<file path="src/rtl/adder_tree_pipe.sv">
// Pipelined N-input reduction adder tree with valid/ready handshake and full-pipeline backpressure.
// Optional feature macro: ADDER_TREE_ACC_EN (adds an i_last-delimited accumulate stage after the tree).
module adder_tree_pipe #(
  parameter int unsigned DATA_WIDTH = 16,
  parameter int unsigned NUM_INPUT  = 4,
  parameter bit          SIGNED     = 1'b0,
  parameter int unsigned ACC_WIDTH  = 32
) (
  input  logic                              clk,
  input  logic                              rst,
  input  logic [NUM_INPUT-1:0]              i_valid,
  input  logic [NUM_INPUT*DATA_WIDTH-1:0]   i_data_bus,
  output logic                              i_ready,
`ifdef ADDER_TREE_ACC_EN
  input  logic                              i_last,
  output logic [ACC_WIDTH-1:0]              o_data_bus,
`else
  output logic [DATA_WIDTH+$clog2(NUM_INPUT)-1:0] o_data_bus,
`endif
  output logic                              o_valid,
  input  logic                              o_ready,
  input  logic                              i_en
);

  localparam int unsigned CLOG      = $clog2(NUM_INPUT);
  localparam int unsigned LEVELS    = (NUM_INPUT == 1) ? 1 : CLOG;
  localparam int unsigned SUM_WIDTH = DATA_WIDTH + CLOG;
  localparam int unsigned PAD       = 1 << LEVELS;
  localparam int unsigned NODES     = PAD - 1;
  localparam int unsigned TREE_SZ   = 2 * PAD - 1;

  logic                 stall;
  logic                 adv;
  logic                 accept;
  logic [SUM_WIDTH-1:0] tree_c [TREE_SZ];
  logic [SUM_WIDTH-1:0] node_q [NODES];
  logic [SUM_WIDTH-1:0] node_d [NODES];
  logic [LEVELS-1:0]    vld_q;
  logic [LEVELS-1:0]    vld_d;

  assign stall   = o_valid & ~o_ready;
  assign adv     = i_en & ~stall & ~rst;
  assign i_ready = adv;
  assign accept  = adv & (&i_valid);

  // Heap-ordered view: [0..NODES-1] are registered sums (root at 0), the rest are extended operands.
  always_comb begin
    logic signed [DATA_WIDTH-1:0] op_s;
    for (int unsigned i = 0; i < TREE_SZ; i++) begin
      tree_c[i] = '0;
    end
    for (int unsigned i = 0; i < NODES; i++) begin
      tree_c[i] = node_q[i];
    end
    op_s = '0;
    if (accept) begin
      for (int unsigned k = 0; k < NUM_INPUT; k++) begin
        op_s = i_data_bus[k*DATA_WIDTH +: DATA_WIDTH];
        if (SIGNED) begin
          tree_c[NODES + k] = SUM_WIDTH'(op_s);
        end else begin
          tree_c[NODES + k] = SUM_WIDTH'(i_data_bus[k*DATA_WIDTH +: DATA_WIDTH]);
        end
      end
    end
  end

  // Every level shifts together on adv; a bubble carries zero data through the tree.
  always_comb begin
    node_d = node_q;
    vld_d  = vld_q;
    if (adv) begin
      for (int unsigned i = 0; i < NODES; i++) begin
        node_d[i] = tree_c[2*i + 1] + tree_c[2*i + 2];
      end
      vld_d[0] = accept;
      for (int unsigned l = 1; l < LEVELS; l++) begin
        vld_d[l] = vld_q[l-1];
      end
    end
  end

  always_ff @(posedge clk) begin
    if (rst) begin
      for (int unsigned i = 0; i < NODES; i++) begin
        node_q[i] <= '0;
      end
      vld_q <= '0;
    end else begin
      node_q <= node_d;
      vld_q  <= vld_d;
    end
  end

`ifdef ADDER_TREE_ACC_EN
  logic [LEVELS-1:0]          last_q;
  logic [LEVELS-1:0]          last_d;
  logic [ACC_WIDTH-1:0]       acc_q;
  logic [ACC_WIDTH-1:0]       acc_d;
  logic [ACC_WIDTH-1:0]       out_q;
  logic [ACC_WIDTH-1:0]       out_d;
  logic                       ov_q;
  logic                       ov_d;
  logic [ACC_WIDTH-1:0]       root_ext;
  logic [ACC_WIDTH-1:0]       acc_sum;
  logic signed [SUM_WIDTH-1:0] root_s;

  assign root_s     = node_q[0];
  assign root_ext   = SIGNED ? ACC_WIDTH'(root_s) : ACC_WIDTH'(node_q[0]);
  assign acc_sum    = acc_q + root_ext;
  assign o_valid    = ov_q;
  assign o_data_bus = out_q;

  // i_last rides alongside the tree valids; the group closes when it reaches the accumulator.
  always_comb begin
    last_d = last_q;
    acc_d  = acc_q;
    out_d  = out_q;
    ov_d   = ov_q;
    if (adv) begin
      last_d[0] = accept & i_last;
      for (int unsigned l = 1; l < LEVELS; l++) begin
        last_d[l] = last_q[l-1];
      end
      ov_d = 1'b0;
      if (vld_q[LEVELS-1]) begin
        if (last_q[LEVELS-1]) begin
          out_d = acc_sum;
          ov_d  = 1'b1;
          acc_d = '0;
        end else begin
          acc_d = acc_sum;
        end
      end
    end
  end

  always_ff @(posedge clk) begin
    if (rst) begin
      last_q <= '0;
      acc_q  <= '0;
      out_q  <= '0;
      ov_q   <= 1'b0;
    end else begin
      last_q <= last_d;
      acc_q  <= acc_d;
      out_q  <= out_d;
      ov_q   <= ov_d;
    end
  end
`else
  assign o_valid    = vld_q[LEVELS-1];
  assign o_data_bus = node_q[0];
`endif

endmodule
</file>
<file path="config.mk">
export PLATFORM = sky130hd
export DESIGN_NAME = adder_tree_pipe
export DESIGN_NICKNAME = d
export VERILOG_FILES = /design/src/rtl/adder_tree_pipe.sv
export SDC_FILE = /design/constraint.sdc
export NUM_CORES = 1
export LEC_CHECK = 0
export ABC_CLOCK_PERIOD_IN_PS = 10800
export BUFFER_PORTS_ARGS = -buffer_cell sky130_fd_sc_hd__buf_2
export CORE_MARGIN = 5
export CORE_UTILIZATION = 60
export CTS_CLUSTER_SIZE = 24
export DETAILED_ROUTE_END_ITERATION = 8
export PLACE_DENSITY = 0.85
export SLEW_MARGIN = 25
export SYNTH_ARGS = -nofsm -noshare
export SYNTH_HDL_FRONTEND = slang
export SYNTH_SLANG_ARGS = --single-unit
</file>
<file path="constraint.sdc">
create_clock -name clk -period 10.8 [get_ports clk]
set_input_delay 2.16 -clock clk [delete_from_list [all_inputs] [get_ports clk]]
set_output_delay 2.16 -clock clk [all_outputs]
set_load 0.005 [all_outputs]
</file>
==> flow_summary.yaml, run 1 <==
critical_path:
  start_kind: "primary input"
  worstRegToRegCells: 15
  critPathMaxFanout: 36
  worstSetupPathType: "primary input to output pin"
  r2r_slack_ns: 6.90
  worstPathCellList: "buf_2 -> nand2b_1 -> buf_4 -> inv_1 -> buf_2"
  required_ns: 8.64
  cp_data_arrival_time_ns: 3.52
  rr_endpoint: "node_q[32]"
  crit_top_cell: "buf_2"
  path_delay_family: "buffers and inverters"
  critPathSlowestCell: "buf_2"
  reg2reg_from: "vld_q[1]"
  crit_buf_inv: 4
  cp-end-kind: "output pin"
  max_stage_delay_ns: 0.51
floorplanning:
  placementRows: 32
  dieHeight_um: 99.8
  coreArea_um2: 7770
  die-area_um2: 9950
  die_w_um: 99.8
  initial_core_util_pct: 62.2
  io_pins: 92
clocking:
  cts_setup_buffers: 0
  cts_htree_levels: 2
  clk_latency_ns: 0.31
  cts_hold_buf: 0
  cts_buffers: 5
  cts_root_buffer: "clkbuf_8"
  clk_pin_slew_ns: 0.09
  cts_tree: "yes"
  ctsResizeCount: 0
  cts_sinks: 54
  clock_path_buffers: 2
power_and_ir_drop:
  swShare_pct: 25.6
  p_sw_mw: 0.0917
  clkPwrFrac_pct: 31.3
  leakage_nw: 2.49
  vdd_drop_max_mv: 0.0527
  power_frac_comb_pct: 11.7
  p_seq_share_pct: 57.0
  power_density_nw_per_um2: 68.1
  p_int_mw: 0.267
synth:
  synth_seq_cells: 54
  yosys.cell_types.count: 67
  syn_avg_cell_area_um2: 7.86
  synth-main-ff-cell: "dfxtp_1"
  postSynth.asyncResetShare_pct: 0
  synth_edf_count: 0
  netlist_instances: 615
  synth_area_um2: 4830
  synth-seq-area-share_pct: 22.4
  syn-num-nets: 739
  ys_warn_count: 0
grt:
  overflow: 0
  grt_max_degree: 49
  antenna_found_initial: 0
  grt_pass1_wl_mm: 19.9
  grt_pass1_vias: 4392
  groute.usage.overall_pct: 23.8
hold_path:
  min_from: "o_data_bus[13]"
  holdPathEnd: "o_data_bus[13]"
  hold_path.class: "register to register"
  hold_depth: 2
drt:
  drt_wl_total_mm: 11.8
  route.detailed.drc: 0
  firstDrtPassIters: 5
  wl_per_cell_um: 15.3
  drtIter0Drc: 305
  ant_nets: 0
  viasPerCell: 5.99
  vias: 4614
timing:
  rsz0062_at_grt: "no"
  max-slew-margin-rel_pct: 43.9
  slew_viol_final: 0
  fin_setup_tns_ns: 0
  fin_crit_sh_pct: 52.6
  worst_pin_slew_ns: 0.841
  hold_viol: 0
  fin_crit_ns: 5.68
  max_freq_mhz: 176
  finalSetupViolations: 0
  fin_skew_ns: 0.0145
  worst_slack_ns: 5.12
final_layout:
  final_common_cell: "buf_2"
  diodes: 0
  design_area_um2: 5270
  nets: 791
  drive_gt1_share_pct: 19.2
  finish.utilization_pct: 67.8
  fill_cells: 670
  area_growth_pct: 8.93
  mostFrequentLayoutCells: "buf_2, and2_1, nand2_1, dfxtp_1, a21oi_1"
placement:
  gp_congestion: 0.925
  dp_hpwl_mm: 9.45
  place_area_um2: 5180
  pre_cts_ws_ns: 5.06
  portBuffers: 91
run_status:
  outcome: "completed"
flow_run:
  maxCapViolCount: 0
## logic make-up (layout without fill, tap and decap cells)
| logic type | after synthesis | after routing | share of synthesized area, % |
|---|---|---|---|
| AO/OA/AOI/OAI | 199 | 199 | 28.5 |
| multiplexers | 2 | 2 | 0.414 |
| buffers and inverters | 61 | 114 | 6.60 |
| adder cells (fa/ha/maj) | 52 | 52 | 13.9 |
| flip-flops | 54 | 54 | 22.4 |
| XOR/XNOR | 29 | 29 | 5.25 |
| AND/OR/NAND/NOR | 218 | 218 | 23.0 |
## Yosys cell counts, drive strengths merged, types with 2 or more instances
cell type	instances	share of area (%)
nand2	60	4.7
nor2	45	3.6
or3	3	0.39
nand4	12	1.9
mux2i	2	0.41
or2	3	0.39
xor2	12	2.2
xnor2	17	3.1
nor3	8	0.83
o31ai	3	0.47
a211o	3	0.54
a21boi	2	0.31
a221oi	2	0.62
o211ai	6	0.93
nand3	5	0.52
a41oi	2	0.36
o21ai	38	4.4
ha	49	13
buf	26	3.9
fa	3	1.2
a21o	18	2.8
clkbuf	24	1.9
dfxtp	54	22
a21oi	55	5.9
a22o	2	0.36
a311oi	4	0.85
a221o	2	0.41
o21a	8	1.2
and2	67	8.7
o221ai	2	0.36
a211oi	20	3.4
a31oi	13	1.8
o21bai	7	1.1
o22ai	2	0.26
and3	4	0.52
nor2b	8	1.1
inv	11	0.85
## sequential cells by signal (all words and copies together), names as in the netlist
signal      flops
node_q         34
o_data_bus     18
vld_q           2
## worst register-to-register path, cell delays in order, from the launching register on
cell and delay [ns]:
dfxtp_1 0.34, inv_1 0.09, o21a_1 0.13, buf_4 0.32, nand2b_1 0.09, buf_4 0.22
nor2_2 0.47, buf_4 0.40, and2_1 0.18, ha_1 0.32, a21o_1 0.23, a31oi_1 0.27
o221ai_1 0.16, a41oi_1 0.27, xor2_1 0.21, o21ai_1 0.08
## per-layer routing
metal | part of all wire, % | up-vias | global-route usage [%]
met2 | 48 | 173 | 40.9
met4 | 1.8 | 0 | 5.57
met3 | 6.4 | 22 | 2.81
met5 | 0 | - | 0
li1 | - | 2294 | -
met1 | 44 | 2125 | 31.8
## power groups by stage
stage	clock, mW	combinational (mW)	sequential (mW)
floorplan	0	0.0245	0.208
global placement	0	0.0405	0.209
detailed placement	0	0.0418	0.209
CTS	0.114	0.0420	0.204
global route	0.122	0.0472	0.205
finish	0.112	0.0421	0.204
## per-stage QoR
stage | power [mW] | instances | hold slack (ns)
floorplan | 0.233 | 615 | 0.426
global placement | 0.249 | 762 | 0.431
detailed placement | 0.251 | 762 | 0.439
CTS | 0.361 | 770 | 0.451
global route | 0.374 | 770 | 0.470
finish | 0.359 | 770 | 0.447
## worst max path at each step
stage / from / end / slack [ns] / cells past startpoint
after detailed placement: i_en / node_q[15] / 5.06 / 15
after global placement: rst / i_ready / 5.16 / 5
final: rst / i_ready / 5.12 / 5
after floorplan: rst / node_q[32] / 5.85 / 14
after CTS: rst / i_ready / 5.14 / 5
after global routing: rst / i_ready / 5.01 / 5
## area by class of cell
cell class | instances | area (um2) | share of cell area, %
timing repair buffer | 95 | 485 | 9.22
sequential | 54 | 1080 | 20.5
clock buffer | 5 | 68.8 | 1.31
tap | 102 | 128 | 2.42
inverter | 11 | 41.3 | 0.784
multi-input combinational | 500 | 3440 | 65.4
clock inverter | 3 | 18.8 | 0.356
(Power assumes the default switching activity.)
==> inputs of run 2 (changes only) <==
--- a/config.mk
+++ b/config.mk
@@ -5,13 +5,13 @@
 export SDC_FILE = /design/constraint.sdc
 export NUM_CORES = 1
 export LEC_CHECK = 0
-export ABC_CLOCK_PERIOD_IN_PS = 10800
+export ABC_CLOCK_PERIOD_IN_PS = 5300
 export BUFFER_PORTS_ARGS = -buffer_cell sky130_fd_sc_hd__buf_2
 export CORE_MARGIN = 5
-export CORE_UTILIZATION = 60
+export CORE_UTILIZATION = 57
 export CTS_CLUSTER_SIZE = 24
 export DETAILED_ROUTE_END_ITERATION = 8
-export PLACE_DENSITY = 0.85
+export PLACE_DENSITY = 0.82
 export SLEW_MARGIN = 25
 export SYNTH_ARGS = -nofsm -noshare
 export SYNTH_HDL_FRONTEND = slang
==> constraint.sdc (replaced) <==
create_clock -name clk -period 5.3 [get_ports clk]
set_input_delay 1.06 -clock clk [delete_from_list [all_inputs] [get_ports clk]]
set_output_delay 1.06 -clock clk [all_outputs]
set_load 0.005 [all_outputs]
==> flow_summary.yaml, run 2 (same netlist as run 1, synthesis figures left out) <==
run_status:
  outcome: "completed"
power_and_ir_drop:
  leakage_nw: 2.51
  power_density_nw_per_um2: 143
  vdd_drop_max_mv: 0.113
grt:
  grt_pass1_wl_mm: 19.4
  groute.usage.overall_pct: 22.3
  overflow: 0
  grt_pass1_vias: 4174
  grt_max_degree: 66
  antenna_found_initial: 0
timing:
  fin_setup_tns_ns: 0
  max-slew-margin-rel_pct: 45.7
  slew_viol_final: 0
  rsz0062_at_grt: "no"
  fin_crit_ns: 3.72
  finalSetupViolations: 0
  worst_pin_slew_ns: 0.815
  hold_viol: 0
  fin_skew_ns: 0.0104
  fin_crit_sh_pct: 70.3
  hold_slack_ns: 0.446
  max_freq_mhz: 269
critical_path:
  critPathSlowestCell: "fa_1"
  worstPathCellList: "buf_2 -> o21a_1 -> nand2b_1 -> nor2_2 -> buf_4 -> and2_1 -> ha_1 -> fa_1 -> a21o_1 -> a221oi_2 -> nor2b_2 -> a41oi_1 -> xor2_1 -> o21ai_1"
  worstSetupPathType: "primary input to register"
  cp-end-kind: "register"
  reg2reg_from: "vld_q[1]"
  cp_data_arrival_time_ns: 3.93
  startpoint: "o_ready"
  start_kind: "primary input"
  max_stage_delay_ns: 0.41
  required_ns: 5.50
  critPathMaxFanout: 65
clocking:
  cts_buffers: 5
  cts_tree: "yes"
  cts_setup_buffers: 0
  clock_path_buffers: 2
  cts_sinks: 54
  ctsResizeCount: 0
  cts_htree_levels: 2
  cts_hold_buf: 0
  clk_pin_slew_ns: 0.10
  cts_root_buffer: "clkbuf_8"
  clk_latency_ns: 0.31
placement:
  gp_congestion: 0.900
  portBuffers: 91
  place_area_um2: 5190
  dp_hpwl_mm: 9.32
final_layout:
  area_growth_pct: 9.58
  fill_cells: 749
  mostFrequentLayoutCells: "buf_2, and2_1, nand2_1, dfxtp_1, a21oi_1"
  largest_reg_flops: 34
  diodes: 0
  final_common_cell: "buf_2"
  drive_gt1_share_pct: 19.3
  nets: 793
  multiInputGateArea_um2: 3440
  regMostFlops: "node_q"
  regArea_um2: 1080
  design_area_um2: 5300
drt:
  vias: 4566
  drtIter0Drc: 315
  viasPerCell: 5.89
  firstDrtPassIters: 5
  route.detailed.drc: 0
  wl_per_cell_um: 15.1
  drt_wl_total_mm: 11.7
  ant_nets: 0
floorplanning:
  initial_core_util_pct: 58.5
  die-area_um2: 10400
  die_w_um: 102
  placementRows: 33
  dieHeight_um: 102
  coreArea_um2: 8260
  io_pins: 92
hold_path:
  hold_path.class: "register to register"
  min_from: "o_data_bus[11]"
flow_run:
  maxCapViolCount: 0
==> run 2: cell types whose count changed in the layout (fill, tap and decap cells not counted), sizes merged <==
cell,previous run,this run
clkbuf,5,6
buf,95,97
inv,12,13
clkinv,2,0
==> run 2: layout make-up <==
class	count	area share, %
flip-flops and latches	54	20.4
clock inverters	2	0.378
multi-input cells	500	64.9
inverters	11	0.780
repair buffers	97	9.45
clock buffers	6	1.56
well taps	105	2.48
==> run 2: worst paths after layout <==
kind | end | slack (ns) | depth (start not counted)
max | node_q[32] | 1.58 | 14
min | o_data_bus[11] | 0.45 | 2
max reg2reg | node_q[32] | 1.96 | 14
min reg2reg | o_data_bus[11] | 0.45 | 2
==> run 2: power breakdown <==
group	total [mW]	switching, mW	internal, mW	leakage (nW)
sequential	0.417	0.00452	0.412	0.437
clock	0.255	0.144	0.111	0.0537
combinational	0.0871	0.0480	0.0391	2.02
==> run 2: routing by layer <==
| metal | GRT usage, % | share of wire, % |
|---|---|---|
| met1 | 30.7 | 45 |
| met2 | 38.0 | 47 |
| met3 | 2.59 | 6.2 |
| met4 | 3.63 | 0.96 |
| met5 | 0 | 0 |
==> run 2: stage by stage <==
step                      worst slack (ns)  utilization [%]  total power, mW  instances
after floorplan                       1.45                -            0.475        615
after CTS                             1.56             64.1            0.759        775
after global routing                  1.38             64.1            0.789        775
after detailed placement              1.23             62.9            0.513        767
after global placement                1.33             62.9            0.510        767
final                                 1.58             64.1            0.759        775
==> run 2: worst max-delay path: cells and delay by family <==
| kind | cells | cell delay, ns |
|---|---|---|
| compound gates | 5 | 1.16 |
| fa+ha+maj | 2 | 0.64 |
| simple gates | 4 | 0.50 |
| buf+inv | 2 | 0.37 |
| xor+xnor | 1 | 0.18 |
